<file path="config.mk">
export PLATFORM = sky130hd
export DESIGN_NAME = rs232in_fifo
export DESIGN_NICKNAME = d
export VERILOG_FILES = /design/src/rtl/rs232in_fifo.sv
export SDC_FILE = /design/constraint.sdc
export NUM_CORES = 1
export LEC_CHECK = 0
export CORE_MARGIN = 1.5
export CORE_UTILIZATION = 41
export CTS_BUF_LIST = sky130_fd_sc_hd__clkbuf_2
export CTS_CLUSTER_DIAMETER = 50
export CTS_CLUSTER_SIZE = 30
export DETAILED_ROUTE_END_ITERATION = 16
export DONT_BUFFER_PORTS = 1
export PLACE_DENSITY = 0.61
export SETUP_SLACK_MARGIN = 0.15
export SYNTH_ARGS = -nofsm -noshare
export SYNTH_HDL_FRONTEND = slang
export SYNTH_SLANG_ARGS = --single-unit
</file>
<file path="constraint.sdc">
create_clock -name clk25MHz -period 3.15 [get_ports clk25MHz]
set_input_delay 0.63 -clock clk25MHz [delete_from_list [all_inputs] [get_ports clk25MHz]]
set_output_delay 0.63 -clock clk25MHz [all_outputs]
set_load 0.05 [all_outputs]
</file>
<file path="src/rtl/rs232in_fifo.sv">
// RS-232 receiver: 16x oversampling with 3-sample majority vote, configurable frame format,
// per-frame parity/framing/break flags and a first-word-fall-through receive FIFO.
module rs232in_fifo #(
  parameter int FREQUENCY = 25_000_000,
  parameter int BPS       = 115_200,
  parameter int DATA_BITS = 8,
  parameter int PARITY    = 0,
  parameter int STOP_BITS = 1,
  parameter int FIFO_LOG2 = 4
) (
  input  logic                 clk25MHz,
  input  logic                 reset_n,
  input  logic                 serial_rxd,
  output logic                 out_valid,
  input  logic                 out_ready,
  output logic [DATA_BITS-1:0] data,
  output logic                 parity_error,
  output logic                 framing_error,
  output logic                 break_detect,
  output logic                 overrun,
  input  logic                 clear_overrun,
  output logic                 rx_busy
);

  localparam int DIV   = (FREQUENCY + 8 * BPS) / (16 * BPS);
  localparam int PW    = $clog2(DIV + 1);
  localparam int EW    = DATA_BITS + 3;
  localparam int DEPTH = 1 << FIFO_LOG2;
  localparam int PTRW  = FIFO_LOG2 + 1;

  if (DIV < 2) begin : g_div_check
    $error("rs232in_fifo: clock divider DIV must be at least 2");
  end

  typedef enum logic [2:0] {
    ST_IDLE   = 3'd0,
    ST_START  = 3'd1,
    ST_DATA   = 3'd2,
    ST_PARITY = 3'd3,
    ST_STOP   = 3'd4
  } state_e;

  function automatic logic maj3(input logic a, input logic b, input logic c);
    maj3 = (a & b) | (a & c) | (b & c);
  endfunction

  function automatic logic parity_err(input logic [DATA_BITS-1:0] d, input logic p);
    logic x;
    x = (^d) ^ p;
    if (PARITY == 1) begin
      parity_err = ~x;
    end else if (PARITY == 2) begin
      parity_err = x;
    end else begin
      parity_err = 1'b0;
    end
  endfunction

  logic                 sync1_q, rxs_q, rxs_prev_q;
  state_e               state_q, state_d;
  logic [PW-1:0]        presc_q, presc_d;
  logic [3:0]           tick_q, tick_d;
  logic [3:0]           bit_q, bit_d;
  logic                 stop_q, stop_d;
  logic [DATA_BITS-1:0] shift_q, shift_d;
  logic                 par_q, par_d;
  logic                 ferr_q, ferr_d;
  logic                 samp7_q, samp7_d, samp8_q, samp8_d;
  logic                 tick_s, start_edge_s, eval_s, bit_s, push_s;
  logic [EW-1:0]        entry_s, head_s;
  logic [EW-1:0]        mem_q [DEPTH];
  logic [PTRW-1:0]      wr_ptr_q, wr_ptr_d, rd_ptr_q, rd_ptr_d;
  logic                 overrun_q, overrun_d;
  logic                 empty_s, full_s, pop_s, wr_en_s, drop_s;

  assign tick_s       = (presc_q == PW'(DIV - 1));
  assign start_edge_s = (state_q == ST_IDLE) & rxs_prev_q & ~rxs_q;
  assign eval_s       = tick_s & (tick_q == 4'd9);
  assign bit_s        = maj3(samp7_q, samp8_q, rxs_q);

  // Two-flop synchroniser plus the delayed copy used for start-edge detection
  always_ff @(posedge clk25MHz or negedge reset_n) begin
    if (!reset_n) begin
      sync1_q    <= 1'b1;
      rxs_q      <= 1'b1;
      rxs_prev_q <= 1'b1;
    end else begin
      sync1_q    <= serial_rxd;
      rxs_q      <= sync1_q;
      rxs_prev_q <= rxs_q;
    end
  end

  // Prescaler and per-bit tick counter, both realigned to the start edge
  always_comb begin
    presc_d = presc_q;
    tick_d  = tick_q;
    samp7_d = (tick_s && (tick_q == 4'd7)) ? rxs_q : samp7_q;
    samp8_d = (tick_s && (tick_q == 4'd8)) ? rxs_q : samp8_q;
    if (start_edge_s) begin
      presc_d = {PW{1'b0}};
      tick_d  = 4'd0;
    end else if (tick_s) begin
      presc_d = {PW{1'b0}};
      tick_d  = tick_q + 4'd1;
    end else begin
      presc_d = presc_q + PW'(1);
      tick_d  = tick_q;
    end
  end

  // Frame state machine: next state, shift register, flags and push strobe
  always_comb begin
    state_d = state_q;
    bit_d   = bit_q;
    stop_d  = stop_q;
    shift_d = shift_q;
    par_d   = par_q;
    ferr_d  = ferr_q;
    push_s  = 1'b0;
    case (state_q)
      ST_IDLE: begin
        if (start_edge_s) begin
          state_d = ST_START;
          bit_d   = 4'd0;
          stop_d  = 1'b0;
          par_d   = 1'b0;
          ferr_d  = 1'b0;
        end else begin
          state_d = ST_IDLE;
        end
      end
      ST_START: begin
        if (eval_s) begin
          state_d = bit_s ? ST_IDLE : ST_DATA;
        end else begin
          state_d = ST_START;
        end
      end
      ST_DATA: begin
        if (eval_s) begin
          shift_d = {bit_s, shift_q[DATA_BITS-1:1]};
          if (bit_q == 4'(DATA_BITS - 1)) begin
            bit_d   = 4'd0;
            state_d = (PARITY != 0) ? ST_PARITY : ST_STOP;
          end else begin
            bit_d   = bit_q + 4'd1;
          end
        end else begin
          state_d = ST_DATA;
        end
      end
      ST_PARITY: begin
        if (eval_s) begin
          par_d   = bit_s;
          state_d = ST_STOP;
        end else begin
          state_d = ST_PARITY;
        end
      end
      ST_STOP: begin
        if (eval_s) begin
          ferr_d = ferr_q | ~bit_s;
          if (stop_q == 1'(STOP_BITS - 1)) begin
            push_s  = 1'b1;
            state_d = ST_IDLE;
          end else begin
            stop_d  = 1'b1;
          end
        end else begin
          state_d = ST_STOP;
        end
      end
      default: state_d = ST_IDLE;
    endcase
  end

  // Frame receiver registers
  always_ff @(posedge clk25MHz or negedge reset_n) begin
    if (!reset_n) begin
      state_q <= ST_IDLE;
      presc_q <= {PW{1'b0}};
      tick_q  <= 4'd0;
      bit_q   <= 4'd0;
      stop_q  <= 1'b0;
      shift_q <= {DATA_BITS{1'b0}};
      par_q   <= 1'b0;
      ferr_q  <= 1'b0;
      samp7_q <= 1'b1;
      samp8_q <= 1'b1;
    end else begin
      state_q <= state_d;
      presc_q <= presc_d;
      tick_q  <= tick_d;
      bit_q   <= bit_d;
      stop_q  <= stop_d;
      shift_q <= shift_d;
      par_q   <= par_d;
      ferr_q  <= ferr_d;
      samp7_q <= samp7_d;
      samp8_q <= samp8_d;
    end
  end

  // Without a parity bit par_q stays 0, so break only needs zero data and a framing error.
  assign entry_s = {(shift_q == {DATA_BITS{1'b0}}) & ~par_q & ferr_d,
                    ferr_d, parity_err(shift_q, par_q), shift_q};

  assign empty_s = (wr_ptr_q == rd_ptr_q);
  assign full_s  = (wr_ptr_q[FIFO_LOG2] != rd_ptr_q[FIFO_LOG2]) &&
                   (wr_ptr_q[FIFO_LOG2-1:0] == rd_ptr_q[FIFO_LOG2-1:0]);
  assign pop_s   = ~empty_s & out_ready;
  assign wr_en_s = push_s & (~full_s | pop_s);
  assign drop_s  = push_s & full_s & ~pop_s;

  // FIFO pointer and sticky overrun next-state; a drop outranks a clear
  always_comb begin
    wr_ptr_d  = wr_en_s ? (wr_ptr_q + PTRW'(1)) : wr_ptr_q;
    rd_ptr_d  = pop_s ? (rd_ptr_q + PTRW'(1)) : rd_ptr_q;
    overrun_d = overrun_q;
    if (drop_s) begin
      overrun_d = 1'b1;
    end else if (clear_overrun) begin
      overrun_d = 1'b0;
    end else begin
      overrun_d = overrun_q;
    end
  end

  // FIFO control registers
  always_ff @(posedge clk25MHz or negedge reset_n) begin
    if (!reset_n) begin
      wr_ptr_q  <= {PTRW{1'b0}};
      rd_ptr_q  <= {PTRW{1'b0}};
      overrun_q <= 1'b0;
    end else begin
      wr_ptr_q  <= wr_ptr_d;
      rd_ptr_q  <= rd_ptr_d;
      overrun_q <= overrun_d;
    end
  end

  // FIFO storage; contents are only visible through the empty-gated head
  always_ff @(posedge clk25MHz) begin
    if (wr_en_s) begin
      mem_q[wr_ptr_q[FIFO_LOG2-1:0]] <= entry_s;
    end
  end

  assign head_s = empty_s ? {EW{1'b0}} : mem_q[rd_ptr_q[FIFO_LOG2-1:0]];

  assign out_valid                                        = ~empty_s;
  assign {break_detect, framing_error, parity_error, data} = head_s;
  assign overrun                                          = overrun_q;
  assign rx_busy                                          = (state_q != ST_IDLE);

endmodule

</file>
### After elaboration in Yosys (flattened, before gate mapping)

Memory sizes are Yosys's and may differ from the RTL's.
Cells that the tools add are included.

* output and inout bits: 14
* input port bits: 5
* word-level logic and storage cells: 112
* flip-flop bits (word level): 42
* bits in writable memories: 160
* memories: 1

Memory list
* mem_q: depth 16, bits a word 10, rd ports 1, clocked after memory_dff 0, write ports 1, RTL line 71 `logic [EW-1:0] mem_q [DEPTH];`

* mux-type cells: 34
* reduce and logical (&&, ||, !) cells: 16
* eq/ne operators: 18
* add/subtract/negate cells: 5
* bitwise gates (word level): 22

Operators with widths (count)
* $mux 4: 7
* $mux 3: 5
* $pmux 3 s5: 1
* $mux 1: 14
* $add 4x1->4 const B: 3
* $and 1x1->1: 12
* $eq 4x4->1 const B: 3
* $mux 11: 1
* $add 5x1->5 const B: 2
* $reduce_bool 2->1: 5
* $reduce_and 3->1: 3
* $eq 4x3->1 const B: 2
* $logic_not 8->1: 1
* $ne 2x2->1 const B: 4
* $pmux 4 s2: 1
* $eq 3x2->1 const B: 2
* $ne 3x3->1 const B: 2
* $not 1->1: 6
* $pmux 1 s2: 3
* $eq 5x5->1: 1
* $eq 4x4->1: 1
* $mux 2: 2
* $or 1x1->1: 4
* $reduce_and 2->1: 2
* other kinds (6): 8

### Logic depth before layout (Yosys ltp)

* depth after elaboration: 8
* mapped depth: 8
* mapped depth without buffers: 6

### Worst setup path before layout

OpenSTA, ideal clock, no wires.

* path kind: register to output
* start: register rd_ptr_q[0]
* end: output port data[1]
* cell stages (with the launch flop): 6
* required time: 2520 ps
* buffers on the path: 2
* setup slack: 557 ps
* arrival time: 1963 ps
* path through: dfrtp_1 buf_2 buf_2 mux4_2 a22oi_1 a21oi_1

* cells in the longest elaborated chain, start to end: 2
* elaborated cells on any way between the ends: 3
* those cells by class: 1 x eq/ne; 1 x mux; 1 x memory

RTL lines
* from (decl): RTL line 72 `logic [PTRW-1:0] wr_ptr_q, wr_ptr_d, rd_ptr_q, rd_ptr_d;`
* from (signal assigned): RTL line 234 `rd_ptr_q <= {PTRW{1'b0}};`
* from (signal assigned): RTL line 238 `rd_ptr_q <= rd_ptr_d;`
* $mem_v2 16x10 or $eq 5x5->1 (tied branches)
* $mux 11 *: RTL line 250 `assign head_s = empty_s ? {EW{1'b0}} : mem_q[rd_ptr_q[FIFO_LOG2-1:0]];`
* to (decl): RTL line 16 `output logic [DATA_BITS-1:0] data,`

Mark *: on every way between the ends. The rest lies on a longest branch, timed or not.

### Worst setup path in the final report

* start: register rd_ptr_q[0]
* end: output port data[3]

Same word-level chain as after synthesis.

==> flow_metrics.env <==
export IMPL_syn_area_sq_um=8160
export IMPL_ys_types=52
export IMPL_grt_max_degree=44
export IMPL_fmax_mhz=312
export IMPL_layout_nets=509
export IMPL_outcome="finished, violations left"
export IMPL_rsz0062_at_grt="yes"
export IMPL_grt_usage_pct=16.6
export IMPL_leakagePower_nw=3.54
export IMPL_final_area_sq_um=9380
export IMPL_clk_path_buf_depth=3
export IMPL_startpoint="rd_ptr_q[0]$_DFFE_PN0P_"
export IMPL_drt_wirelength_per_cell_microns=21.1
export IMPL_cp_max_fo=5
export IMPL_numCtsBuffers=18
export IMPL_period_needed_ns=3.21
export IMPL_powerDensity_nw_per_um2=668
export IMPL_n_antenna_cell=0
export IMPL_grt_ovfl_total=0
export IMPL_dp_hpwl_mm=9.80
export IMPL_cp_endpoint="data[3]"
export IMPL_synth_cells=449
export IMPL_syn_avg_cell_area_sq_um=18.2
export IMPL_synth_ff_type="edfxtp_1"
export IMPL_place_inst=723
export IMPL_dr_first_iter_drc_count=316
export IMPL_cts_htree_levels=1
export IMPL_cts_tree="built"
export IMPL_min_delay_start="out_ready"
export IMPL_synth_top_area_share_pct=58.9
export IMPL_clk_latency_ns=0.83
export IMPL_synth_top_family_by_area="multiplexers"
export IMPL_fin_cells=770
export IMPL_post_route_period_util_pct=102
export IMPL_synthAdderAreaFrac_pct=1.81
export IMPL_synthTopCellsByArea="edfxtp_1 59%, dfrtp_1 11%, mux4_2 11%"
export IMPL_vias_per_cell=5.43
export IMPL_fp_dieArea_sq_um=20800
export IMPL_synthTopCellsByCount="160 x edfxtp_1, 40 x mux4_2, 36 x dfrtp_1, 20 x a22oi_1, 15 x a21oi_1"
export IMPL_peakVddDrop_v=0.000367
export IMPL_port_buffers=0
export IMPL_worstPathRequired_ns=2.52
export IMPL_finalHoldViolations=0
export IMPL_ant_nets=0
export IMPL_min_path_type="in2reg"
export IMPL_initial_core_util_pct=41.9
export IMPL_worstSetupEndpointType="primary output"
export IMPL_grt_pass1_vias=4383
export IMPL_core_sq_um=19500
export IMPL_synth_compound_area_share_pct=4.57
export IMPL_yosys_register_bits=201
export IMPL_post_dp_cell_area_sq_um=8650
export IMPL_cp_arrival_ns=2.58
export IMPL_async_flop_share_pct=20.4
export IMPL_slew_violations=0
export IMPL_io_pins=19
export IMPL_synth_most_common_cell="edfxtp_1"
export IMPL_timing_hold_ws_ns=0.105
export IMPL_setup_violations=9
export IMPL_worst_r2r_endpoint="mem_q[14][4]$_DFFE_PP_"
export IMPL_num_rows=51
export IMPL_drive_gt1_share_pct=33.7
export IMPL_synth_edf_count=160
export IMPL_wl_mm=16.2
export IMPL_critPathKind="reg2out"
export IMPL_violations="setup timing"
export IMPL_synth_xor_area_share_pct=1.82
export IMPL_clk_pin_slew_ns=0.27
export IMPL_r2r_start="rd_ptr_q[4]$_DFFE_PN0P_"
export IMPL_antenna_found_initial=0
export IMPL_yosysWarnings=0
export IMPL_grt_pass1_wl_mm=25.4
export IMPL_finalClockSkew_ns=0.111
export IMPL_drc=0
export IMPL_root_buffer="clkbuf_2"
export IMPL_hold_path_depth=3
export IMPL_die_w_microns=144
export IMPL_synthSimpleGateAreaFrac_pct=5.69
export IMPL_area_delta_synth_final_pct=15.0
export IMPL_tns_ns=-0.294
export IMPL_vias=4181
export IMPL_fin_ws_ns=-0.0588
export IMPL_firstDrtPassIters=5
export IMPL_max_cap_violations=0
export IMPL_die_h_microns=144
export IMPL_synth_largest_area_cell="edfxtp_1"
export IMPL_utilization_pct=48.2
export IMPL_rr_worst_depth=4
export IMPL_tightest_slew_ns=0.907
export IMPL_synthMuxAreaShare_pct=12.8
export IMPL_relSlewSlack_pct=39.2
export IMPL_reg2reg_slack_ns=0.56
export IMPL_ys_seq_area_share_pct=71.5
export IMPL_gp_congestion=0.718
export IMPL_syn_nets=465
export IMPL_startpoint_type="flop"
export IMPL_clock_sinks=201
==> stage by stage <==
stage | total power [W] | setup WS [ns]
after floorplan | 0.00404 | 0.557
after global placement | 0.00437 | 0.591
after detailed placement | 0.00439 | 0.563
after CTS | 0.00629 | -0.122
after global routing | 0.00654 | -0.184
final | 0.00627 | -0.0588
==> state kept, by name (all words and copies together), names as in the netlist <==
name / count
rxs_q: 1
tick_q: 4
rd_ptr_q: 5
overrun: 1
mem_q: 160
presc_q: 4
samp8_q: 1
par_q: 1
wr_ptr_q: 5
sync1_q: 1
samp7_q: 1
bit_q: 4
ferr_q: 1
shift_q: 8
rxs_prev_q: 1
state_q: 3
==> cell families (layout without fill, tap and decap cells) <==
logic type | Yosys count | after routing
AO/OA/AOI/OAI | 55 | 55
XOR/XNOR | 17 | 17
adder cells (fa/ha/maj) | 12 | 12
buffers and inverters | 31 | 86
flip-flops | 201 | 201
multiplexers | 53 | 53
other | 1 | 1
AND/OR/NAND/NOR | 79 | 80
==> critical path, cell delays in order, from the launching register on <==
cell and delay (ns):
dfrtp_2 0.55, buf_6 0.13, buf_8 0.11, mux4_2 0.51, a22oi_2 0.26, a21oi_2 0.11, buf_6 0.17
==> layout by cell type (no fill, tap or decap), types with 4 or more instances in the layout <==
master and count:
mux2_2 11, a21oi_2 8, buf_12 5, inv_8 5
inv_1 7, dfrtp_1 32, edfxtp_1 160, and3_1 14
o21ai_0 6, nand2_1 13, a22oi_2 20, a21oi_1 8
mux4_2 40, nor2b_1 6, buf_16 4, buf_4 24
ha_1 11, nand3_1 8, buf_6 8, xor2_1 14
clkbuf_2 18, nor2_1 11, and2_1 4, dfrtp_2 4
dfstp_2 5
==> power breakdown <==
part	switching (W)	leakage, nW	internal [W]
Clock	0.000948	0.174	0.000495
Sequential	0.000105	2.26	0.00291
Combinational	0.000954	1.10	0.000851
Total	0.00201	3.54	0.00426
==> routing by layer <==
metal / up-vias / routed length (microns) / GRT usage [%]
met5: - / 0 / 0
met4: 0 / 344 / 4.51
met3: 27 / 711 / 2.98
met2: 99 / 7980 / 27.7
met1: 2182 / 7190 / 22.3
li1: 1873 / - / -
==> worst min-delay path by stage <==
| stage | endpoint | slack, ns |
|---|---|---|
| after floorplan | bit_q[0]$_DFFE_PN0P_ | 0.33 |
| after global placement | overrun$_DFFE_PN0P_ | 0.34 |
| after detailed placement | overrun$_DFFE_PN0P_ | 0.34 |
| after CTS | rd_ptr_q[2]$_DFFE_PN0P_ | 0.04 |
| after global routing | rd_ptr_q[2]$_DFFE_PN0P_ | 0.06 |
| final | rd_ptr_q[2]$_DFFE_PN0P_ | 0.10 |
==> cell type report <==
class                           count  area [sq um]
Multi-Input combinational cell    218          2320
Timing Repair Buffer               46           551
Tap cell                          265           332
Fill cell                        1628         10100
Sequential cell                   201          5840
Inverter                            8          37.5
Clock buffer                       18          90.1
Clock inverter                     14           206
==> what timing repair did <==
item	in CTS	in global routing
hold endpoints to repair	43	0
pin swaps	18	4
setup buffers	5	0
gates cloned	5	1
gates resized for setup	42	8
endpoints found under the setup margin	11	11
hold buffers	4	0
Power figures use the tool's default switching activity.
